**src/rtl/hazard_unit.sv**
```systemverilog
// -----------------------------------------------------------------------------
// hazard_unit
//
// Pipeline hazard controller for a five-stage in-order core. It resolves
// three kinds of hazard seen between the ID and EX stages:
//   * control redirect (taken branch / resolved jump in EX): squash the two
//     younger instructions in IF/ID and ID/EX;
//   * load-use: the ID instruction reads a register that the load in EX has
//     not produced yet; insert one bubble into ID/EX and freeze the front end;
//   * multi-cycle multiply/divide (only when HAZARD_MDU_EN is defined): freeze
//     the whole front of the pipe for MDU_CYCLES cycles while the MDU works.
// A free-running saturating counter reports how many cycles the PC was held.
//
// Build option:
//   HAZARD_MDU_EN  defined   -> IDLE/BUSY sequencer with 6-bit down-counter.
//                  undefined -> ex_mdu_start is ignored; id_ex_hold,
//                               ex_mem_flush and mdu_done are tied low.
//
// Parameters:
//   MDU_CYCLES   total stall cycles for one MDU operation (2..63)
//
// Ports:
//   clk, rst           clock; asynchronous active-high reset
//   id_rs1, id_rs2     source register indices of the instruction in ID
//   id_uses_rs1/rs2    the ID instruction really reads rs1 / rs2
//   ex_rd              destination register of the instruction in EX
//   ex_writeReg        EX instruction writes the register file
//   ex_memOut          EX instruction is a load
//   ex_redirect        branch taken / jump resolved in EX
//   ex_mdu_start       EX instruction starts a multi-cycle MDU operation
//   pc_hold            freeze the PC
//   if_id_hold         freeze IF/ID
//   if_id_flush        clear IF/ID to a bubble
//   id_ex_hold         freeze ID/EX
//   id_ex_flush        load a bubble into ID/EX
//   ex_mem_flush       load a bubble into EX/MEM
//   mdu_done           one-cycle pulse on the final MDU stall cycle
//   stall_cycles       saturating count of cycles with pc_hold=1
// -----------------------------------------------------------------------------
module hazard_unit #(
  parameter int MDU_CYCLES = 32
) (
  input  logic        clk,
  input  logic        rst,
  input  logic [4:0]  id_rs1,
  input  logic [4:0]  id_rs2,
  input  logic        id_uses_rs1,
  input  logic        id_uses_rs2,
  input  logic [4:0]  ex_rd,
  input  logic        ex_writeReg,
  input  logic        ex_memOut,
  input  logic        ex_redirect,
  input  logic        ex_mdu_start,
  output logic        pc_hold,
  output logic        if_id_hold,
  output logic        if_id_flush,
  output logic        id_ex_hold,
  output logic        id_ex_flush,
  output logic        ex_mem_flush,
  output logic        mdu_done,
  output logic [31:0] stall_cycles
);

  // Load-use detection. x0 is hard-wired to zero, so a load targeting it can
  // never create a dependency.
  logic rs1_hit;
  logic rs2_hit;
  logic lu;

  always_comb begin
    rs1_hit = id_uses_rs1 && (id_rs1 == ex_rd);
    rs2_hit = id_uses_rs2 && (id_rs2 == ex_rd);
    lu      = ex_writeReg && ex_memOut && (ex_rd != 5'd0) && (rs1_hit || rs2_hit);
  end

  // MDU sequencer view used by the output decode:
  //   busy      - currently inside a multi-cycle stall (after the start cycle)
  //   mdu_go    - an MDU operation is being accepted this cycle
  //   last_busy - this is the final stall cycle
  logic busy;
  logic mdu_go;
  logic last_busy;

`ifdef HAZARD_MDU_EN
  typedef enum logic {
    IDLE = 1'b0,
    BUSY = 1'b1
  } state_t;

  state_t     state;
  logic [5:0] cnt;

  // The start cycle itself is the first stall cycle, and the cnt==0 cycle is
  // the last, so loading MDU_CYCLES-2 yields MDU_CYCLES held cycles in total.
  localparam logic [5:0] CNT_LOAD = 6'(MDU_CYCLES - 2);

  // A redirect in the same cycle as a start wins: the MDU instruction is on
  // the squashed path (or the combination is illegal), so BUSY is not entered.
  always_comb begin
    busy      = (state == BUSY);
    mdu_go    = (state == IDLE) && !ex_redirect && ex_mdu_start;
    last_busy = busy && (cnt == 6'd0);
  end

  always_ff @(posedge clk or posedge rst) begin
    if (rst) begin
      state <= IDLE;
      cnt   <= 6'd0;
    end else begin
      case (state)
        IDLE: begin
          if (mdu_go) begin
            state <= BUSY;
            cnt   <= CNT_LOAD;
          end
        end
        BUSY: begin
          if (cnt == 6'd0) begin
            state <= IDLE;
          end else begin
            cnt <= cnt - 6'd1;
          end
        end
        default: begin
          state <= IDLE;
          cnt   <= 6'd0;
        end
      endcase
    end
  end
`else
  // Without the MDU the start request has no meaning and is dropped.
  logic mdu_start_unused;

  always_comb begin
    mdu_start_unused = ex_mdu_start;
    busy             = 1'b0;
    mdu_go           = 1'b0;
    last_busy        = 1'b0;
  end
`endif

  // Output decode. Priority: reset, MDU busy, redirect, MDU start, load-use.
  // Reset gates the outputs combinationally so they drop the moment rst rises.
  always_comb begin
    pc_hold      = 1'b0;
    if_id_hold   = 1'b0;
    if_id_flush  = 1'b0;
    id_ex_hold   = 1'b0;
    id_ex_flush  = 1'b0;
    ex_mem_flush = 1'b0;
    mdu_done     = 1'b0;
    if (!rst) begin
      if (busy) begin
        pc_hold      = 1'b1;
        if_id_hold   = 1'b1;
        id_ex_hold   = 1'b1;
        ex_mem_flush = 1'b1;
        mdu_done     = last_busy;
      end else if (ex_redirect) begin
        if_id_flush  = 1'b1;
        id_ex_flush  = 1'b1;
      end else if (mdu_go) begin
        // The MDU instruction stays in EX; ID/EX is frozen rather than
        // bubbled even when a load-use is also present.
        pc_hold      = 1'b1;
        if_id_hold   = 1'b1;
        id_ex_hold   = 1'b1;
        ex_mem_flush = 1'b1;
      end else if (lu) begin
        pc_hold      = 1'b1;
        if_id_hold   = 1'b1;
        id_ex_flush  = 1'b1;
      end
    end
  end

  // Stall statistics: counts held-PC cycles and sticks at all-ones.
  logic [31:0] stall_cnt;

  always_ff @(posedge clk or posedge rst) begin
    if (rst) begin
      stall_cnt <= 32'd0;
    end else if (pc_hold && (stall_cnt != 32'hFFFF_FFFF)) begin
      stall_cnt <= stall_cnt + 32'd1;
    end
  end

  assign stall_cycles = stall_cnt;

endmodule

```
**config.mk**
```make
export PLATFORM = sky130hd
export DESIGN_NAME = hazard_unit
export DESIGN_NICKNAME = d
export VERILOG_FILES = /design/src/rtl/hazard_unit.sv
export SDC_FILE = /design/constraint.sdc
export NUM_CORES = 1
export LEC_CHECK = 0
export CAP_MARGIN = 25
export CORE_UTILIZATION = 45
export CTS_CLUSTER_DIAMETER = 120
export DETAILED_ROUTE_END_ITERATION = 8
export GPL_TIMING_DRIVEN = 0
export PLACE_DENSITY = 0.8
export SKIP_CTS_REPAIR_TIMING = 1
export SLEW_MARGIN = 5
export SYNTH_ARGS = -nofsm -noshare
export SYNTH_HDL_FRONTEND = slang
export SYNTH_SLANG_ARGS = --single-unit
export TNS_END_PERCENT = 5
```
**constraint.sdc**
```tcl
create_clock -name clk -period 2.5 [get_ports clk]
set_input_delay 0.25 -clock clk [delete_from_list [all_inputs] [get_ports clk]]
set_output_delay 0.25 -clock clk [all_outputs]
set_load 0.1 [all_outputs]
```
=== Word level (Yosys, flattened, before mapping) ===
Cells that the tools add are included.
W data, S select, Z words.

* Flip-flop bits (word level): 32
* Output and inout bits: 39
* Bits of input ports: 23
* Word-level logic and storage cells: 20

* Muxes and demuxes: 7
* Reductions and logical operators: 8
* Equality and inequality tests: 3
* $add $sub $neg: 1

{| class="wikitable"
|+ Operators with widths
! operator !! count
|-
| $add A32 B1 Y32 const B || 1
|-
| $ne A32 B32 Y1 const B || 1
|-
| $eq A5 B5 Y1 || 2
|-
| $mux W1 || 7
|-
| $logic_and A1 B1 Y1 || 6
|-
| $reduce_bool A5 Y1 || 1
|-
| $logic_or A1 B1 Y1 || 1
|}

=== Depth between registers and ports, before layout ===
* Depth after elaboration: 8
* Mapped depth: 8
* Mapped depth without buffers: 6

=== Least setup slack after synthesis ===
Ideal clock, no wire load.

* Path kind: reg-to-reg
* Start point: register stall_cnt[2], in the netlist stall_cycles[2]
* End point: register stall_cnt[25], in the netlist stall_cycles[25]
* Clock period less this slack: 2.661 ns
* Required time: 2.337 ns
* Setup slack: -0.161 ns
* Library setup time: 0.163 ns
* Buffers on the path: 0
* Data arrival time: 2.498 ns
* Stages on the path, launching flop included: 6
* Path through: dfrtp_1 -> and4_2 -> nand3_2 -> or4_4 -> nor4_1 -> xor2_1

* Word-level cells in the longest chain between the ends: 2
* Elaborated cells between the ends (all ways): 3
* Those cells by class: add/sub: 1; eq/ne: 1; reduce/logical: 1

{| class="wikitable"
|+ RTL lines
! what !! line !! source
|-
| start: declaration || 179 || <nowiki>logic [31:0] stall_cnt;</nowiki>
|-
| start signal: assignment || 185 || <nowiki>stall_cnt <= stall_cnt + 32'd1;</nowiki>
|-
| branches (longest 2 deep; another with $add A32 B1 Y32) || - ||
|}

Parallel ways; which one is timed is not known.
A chain may end at the register's enable or synchronous reset.

=== Worst setup path in the final report ===
* Start point: input ex_rd[0]
* End point: output id_ex_flush

* Word-level cells in the longest chain between the ends: 7
* Elaborated cells between the ends (all ways): 11
* Those cells by class: eq/ne: 2; mux: 3; reduce/logical: 6

{| class="wikitable"
|+ RTL lines
! what !! line !! source
|-
| start: declaration || 49 || <nowiki>input logic [4:0] ex_rd,</nowiki>
|-
| $eq A5 B5 Y1, on equally long branches || 71, 72 ||
|-
| $logic_and A1 B1 Y1, on equally long branches || 71, 72 ||
|-
| $logic_or A1 B1 Y1 || 73 || <nowiki>lu = ex_writeReg && ex_memOut && (ex_rd != 5'd0) && (rs1_hit || rs2_hit);</nowiki>
|-
| $logic_and A1 B1 Y1 (*) || 73 ||
|-
| $mux W1 (*) || 170 || <nowiki>end else if (lu) begin</nowiki>
|-
| $mux W1 (*) || 160 || <nowiki>end else if (ex_redirect) begin</nowiki>
|-
| $mux W1 (*) || 153 || <nowiki>if (!rst) begin</nowiki>
|-
| end: declaration || 58 || <nowiki>output logic id_ex_flush,</nowiki>
|}

Mark *: on every way between the ends. The rest lies on a longest branch, timed or not.

==> load_flow_metrics.sql <==
INSERT INTO impl_metrics (metric_group, metric, value, unit) VALUES
('status', 'status', 'complete, no violations', ''),
('floorplan', 'rows', '22', ''),
('hold_path', 'kind_of_path_behind_the_tightest_hold_check', 'primary input to async pin', ''),
('sta', 'finalClockSkew', '0.00515', 'ns'),
('cts', 'tritoncts', 'done', ''),
('worst_setup_path', 'cp_slowest_cell', 'sky130_fd_sc_hd__clkdlybuf4s50_1', ''),
('worst_setup_path', 'critPathRequiredTime', '2.25', 'ns'),
('job', 'max-cap-violations', '0', ''),
('synthesis', 'postSynthRegisterBits', '32', ''),
('sta', 'setup_violations', '0', ''),
('cts', 'cts.clk_slew.worst_paths', '0.07', 'ns'),
('worst_setup_path', 'worstPathBufferInverterCount', '2', ''),
('worst_setup_path', 'critical-path-top-delay-family', 'buffers and inverters', ''),
('synthesis', 'syn-mean-instance-area', '10.2', 'sq um'),
('worst_setup_path', 'cp_num_cells', '7', ''),
('synthesis', 'count_of_distinct_cell_types_in_the_synthesized_netlist', '39', ''),
('synthesis', 'summed_instance_area_of_the_synthesized_netlist', '1820', 'sq um'),
('global_routing', 'grt_usage', '0.209', ''),
('power_and_ir_drop', 'vdd_drop_max', '0.304', 'mV'),
('floorplan', 'pin_count', '62', ''),
('power_and_ir_drop', 'power.density_cell_area', '410', 'nW/um^2'),
('layout', 'final_cells', '295', ''),
('global_routing', 'grt-ovfl-total', '0', ''),
('place', 'dpl.cell_count', '287', ''),
('place', 'post-dp-hpwl', '3040', 'microns'),
('synthesis', 'synth-warning-count', '0', ''),
('floorplan', 'fp.dieW', '65.7', 'microns'),
('layout', 'num-fill-cells', '295', ''),
('worst_setup_path', 'criticalPathCategory', 'primary input to primary output', ''),
('sta', 'max_slew.worst_pin.slew', '0.987', 'ns'),
('layout', 'num_antenna_cells', '0', ''),
('global_routing', 'maximum_number_of_pins_on_one_net_before_global_route_repair', '19', ''),
('place', 'place.port_buffers', '57', ''),
('route', 'detail_route.wl_per_cell', '13.9', 'microns'),
('cts', 'number_of_buffers_between_clock_root_and_the_deepest_sink', '2', ''),
('global_routing', 'grt_antenna_before_repair', '0', ''),
('route', 'drtAntennaViolNets', '0', ''),
('cts', 'clk_latency', '0.28', 'ns'),
('route', 'route.detailed.drc', '0', ''),
('sta', 'worst_hold_slack', '0.452', 'ns'),
('route', 'route.vias.total', '1585', ''),
('worst_setup_path', 'r2r_cells', '7', ''),
('global_routing', 'grt_pass1_wl', '6860', 'microns'),
('floorplan', 'dieHeight', '65.7', 'microns'),
('floorplan', 'starting_utilization_of_the_core_area', '0.484', ''),
('sta', 'final_period_minus_worst_setup_slack', '2.38', 'ns'),
('route', 'first_pass_iters', '4', ''),
('layout', 'syn2layout_area_growth', '42.3', '%'),
('place', 'placed_cell_area', '2510', 'sq um'),
('layout', 'drive_above_1_share', '0.198', ''),
('sta', 'share_of_the_cycle_needed_by_the_critical_path_after_routing', '0.953', ''),
('sta', 'relSlewSlack', '0.340', ''),
('cts', 'htreeDepth', '2', ''),
('sta', 'final-max-slew-violation-count', '0', ''),
('global_routing', 'vias_in_the_first_global_route', '1499', ''),
('synthesis', 'synth-seq-area-share', '0.439', ''),
('worst_setup_path', 'maximum_net_fanout_on_the_critical_path', '8', ''),
('worst_setup_path', 'critical-path-max-stage-delay', '0.55', 'ns'),
('floorplan', 'die_area', '4310', 'sq um'),
('worst_setup_path', 'crit_arrival', '2.13', 'ns'),
('layout', 'final_cell_area', '2600', 'sq um'),
('cts', 'cts-buffers-inserted', '5', ''),
('floorplan', 'floorplan.core_area', '3770', 'sq um'),
('place', 'routabilityCongestion', '0.766', ''),
('layout', 'total_number_of_nets_in_the_final_design', '270', ''),
('sta', 'timing_hold_violations_final', '0', ''),
('worst_setup_path', 'cp-start-kind', 'primary input', ''),
('cts', 'numClockSinks', '32', ''),
('route', 'routed_wl', '4120', 'microns'),
('power_and_ir_drop', 'cellLeakagePower', '1.11', 'nW'),
('worst_setup_path', 'cp_capture_type', 'primary output', ''),
('synthesis', 'netlist_instances', '179', ''),
('sta', 'finalSetupTns', '0', 'ns'),
('sta', 'maxClockFrequency', '420', 'MHz'),
('route', 'via_per_inst', '5.37', ''),
('worst_setup_path', 'timing.critical_path.cells', 'clkdlybuf4s50_1, xnor2_1, nand4_1, o22ai_4, a21oi_1, nor2_1, clkbuf_2', ''),
('route', 'first_iter_violations', '46', ''),
('layout', 'largest_reg_flops', '32', ''),
('cts', 'root_buffer', 'sky130_fd_sc_hd__clkbuf_8', '');
area by class of cell:
class | instances | area [sq um] | area share
Clock buffer | 6 | 72.6 | 0.0280
Clock inverter | 2 | 12.5 | 0.00482
Multi-Input combinational cell | 140 | 988 | 0.381
Timing Repair Buffer | 58 | 588 | 0.227
Sequential cell | 32 | 817 | 0.315
Buffer | 6 | 46.3 | 0.0178
Tap cell | 48 | 60.1 | 0.0231
Inverter | 3 | 11.3 | 0.00434
layout by cell type (no fill, tap or decap), types with 2 or more instances in the layout:
cell	netlist	final
sky130_fd_sc_hd__and2_4	2	2
sky130_fd_sc_hd__and3_2	2	2
sky130_fd_sc_hd__and4_2	2	2
sky130_fd_sc_hd__and4_4	2	2
sky130_fd_sc_hd__buf_4	4	5
sky130_fd_sc_hd__clkbuf_8	0	5
sky130_fd_sc_hd__clkdlybuf4s50_1	0	54
sky130_fd_sc_hd__conb_1	1	3
sky130_fd_sc_hd__dfrtp_1	32	19
sky130_fd_sc_hd__dfrtp_2	0	13
sky130_fd_sc_hd__inv_1	3	3
sky130_fd_sc_hd__nand2_1	18	18
sky130_fd_sc_hd__nand3_1	14	14
sky130_fd_sc_hd__nand4_1	11	11
sky130_fd_sc_hd__nor2_1	12	12
sky130_fd_sc_hd__nor3_1	5	5
sky130_fd_sc_hd__nor4_1	7	7
sky130_fd_sc_hd__xnor2_1	21	21
sky130_fd_sc_hd__xor2_1	19	19
routing by layer:
layer	wire length, microns	GRT usage	vias up
li1	-	-	762
met1	1860	0.262	758
met2	1890	0.352	59
met3	306	0.0469	6
met4	59	0.0734	0
met5	0	0	-
synth_stat cells (all sizes together):
| library cell | count | area [sq um] |
|---|---|---|
| buf | 6 | 46.3 |
| mux2 | 2 | 22.5 |
| nor4bb | 1 | 10.0 |
| nand2b | 1 | 13.8 |
| o21ai | 1 | 5.00 |
| and3 | 3 | 21.3 |
| dfrtp | 32 | 801 |
| conb | 1 | 3.75 |
| nand3 | 16 | 90.1 |
| or4 | 1 | 11.3 |
| or3 | 1 | 6.26 |
| nor2 | 12 | 45.0 |
| nand4 | 11 | 68.8 |
| nor4 | 8 | 65.1 |
| nor2b | 1 | 6.26 |
| ha | 1 | 12.5 |
| nor3 | 5 | 25.0 |
| inv | 3 | 11.3 |
| and2 | 2 | 17.5 |
| and4 | 5 | 51.3 |
| a21oi | 1 | 5.00 |
| nor4b | 1 | 15.0 |
| o22ai | 1 | 12.5 |
| or2 | 2 | 12.5 |
| nand2 | 19 | 73.8 |
| xnor2 | 21 | 184 |
| o311a | 2 | 21.3 |
| xor2 | 19 | 166 |
where the power goes:
| part | internal (mW) | switching [mW] |
|---|---|---|
| registers | 0.520 | 0.00575 |
| logic | 0.0612 | 0.0938 |
| clock network | 0.194 | 0.190 |
| total | 0.776 | 0.290 |
worst paths after layout:
kind,startpoint,endpoint,slack (ns)
setup reg to reg,stall_cycles[18]$_DFFE_PP0P_,stall_cycles[1]$_DFFE_PP0P_,0.34
hold reg to reg,stall_cycles[21]$_DFFE_PP0P_,stall_cycles[21]$_DFFE_PP0P_,0.48
max in group asynchronous,rst,stall_cycles[8]$_DFFE_PP0P_,1.53
setup / recovery,ex_rd[0],id_ex_flush,0.12
min in group clk,stall_cycles[21]$_DFFE_PP0P_,stall_cycles[21]$_DFFE_PP0P_,0.48
hold / removal,rst,stall_cycles[7]$_DFFE_PP0P_,0.45
cells by family after synthesis:
family / synth area share
compound gates: 0.0240
xor+xnor: 0.192
fa+ha+maj: 0.00686
buf+inv: 0.0315
flops: 0.439
mux: 0.0123
other cells: 0.00206
simple gates: 0.292
through the flow:
step           setup slack, ns  power (mW)   util
2_1_floorplan          -0.0711       0.627      -
3_3_place_gp            -0.766       0.683  0.657
3_5_place_dp            -0.814       0.689  0.665
4_1_cts                 -0.822        1.08  0.687
5_1_grt               -0.00672        1.11  0.688
6_report                 0.118        1.07  0.688
(Power assumes the default switching activity.)
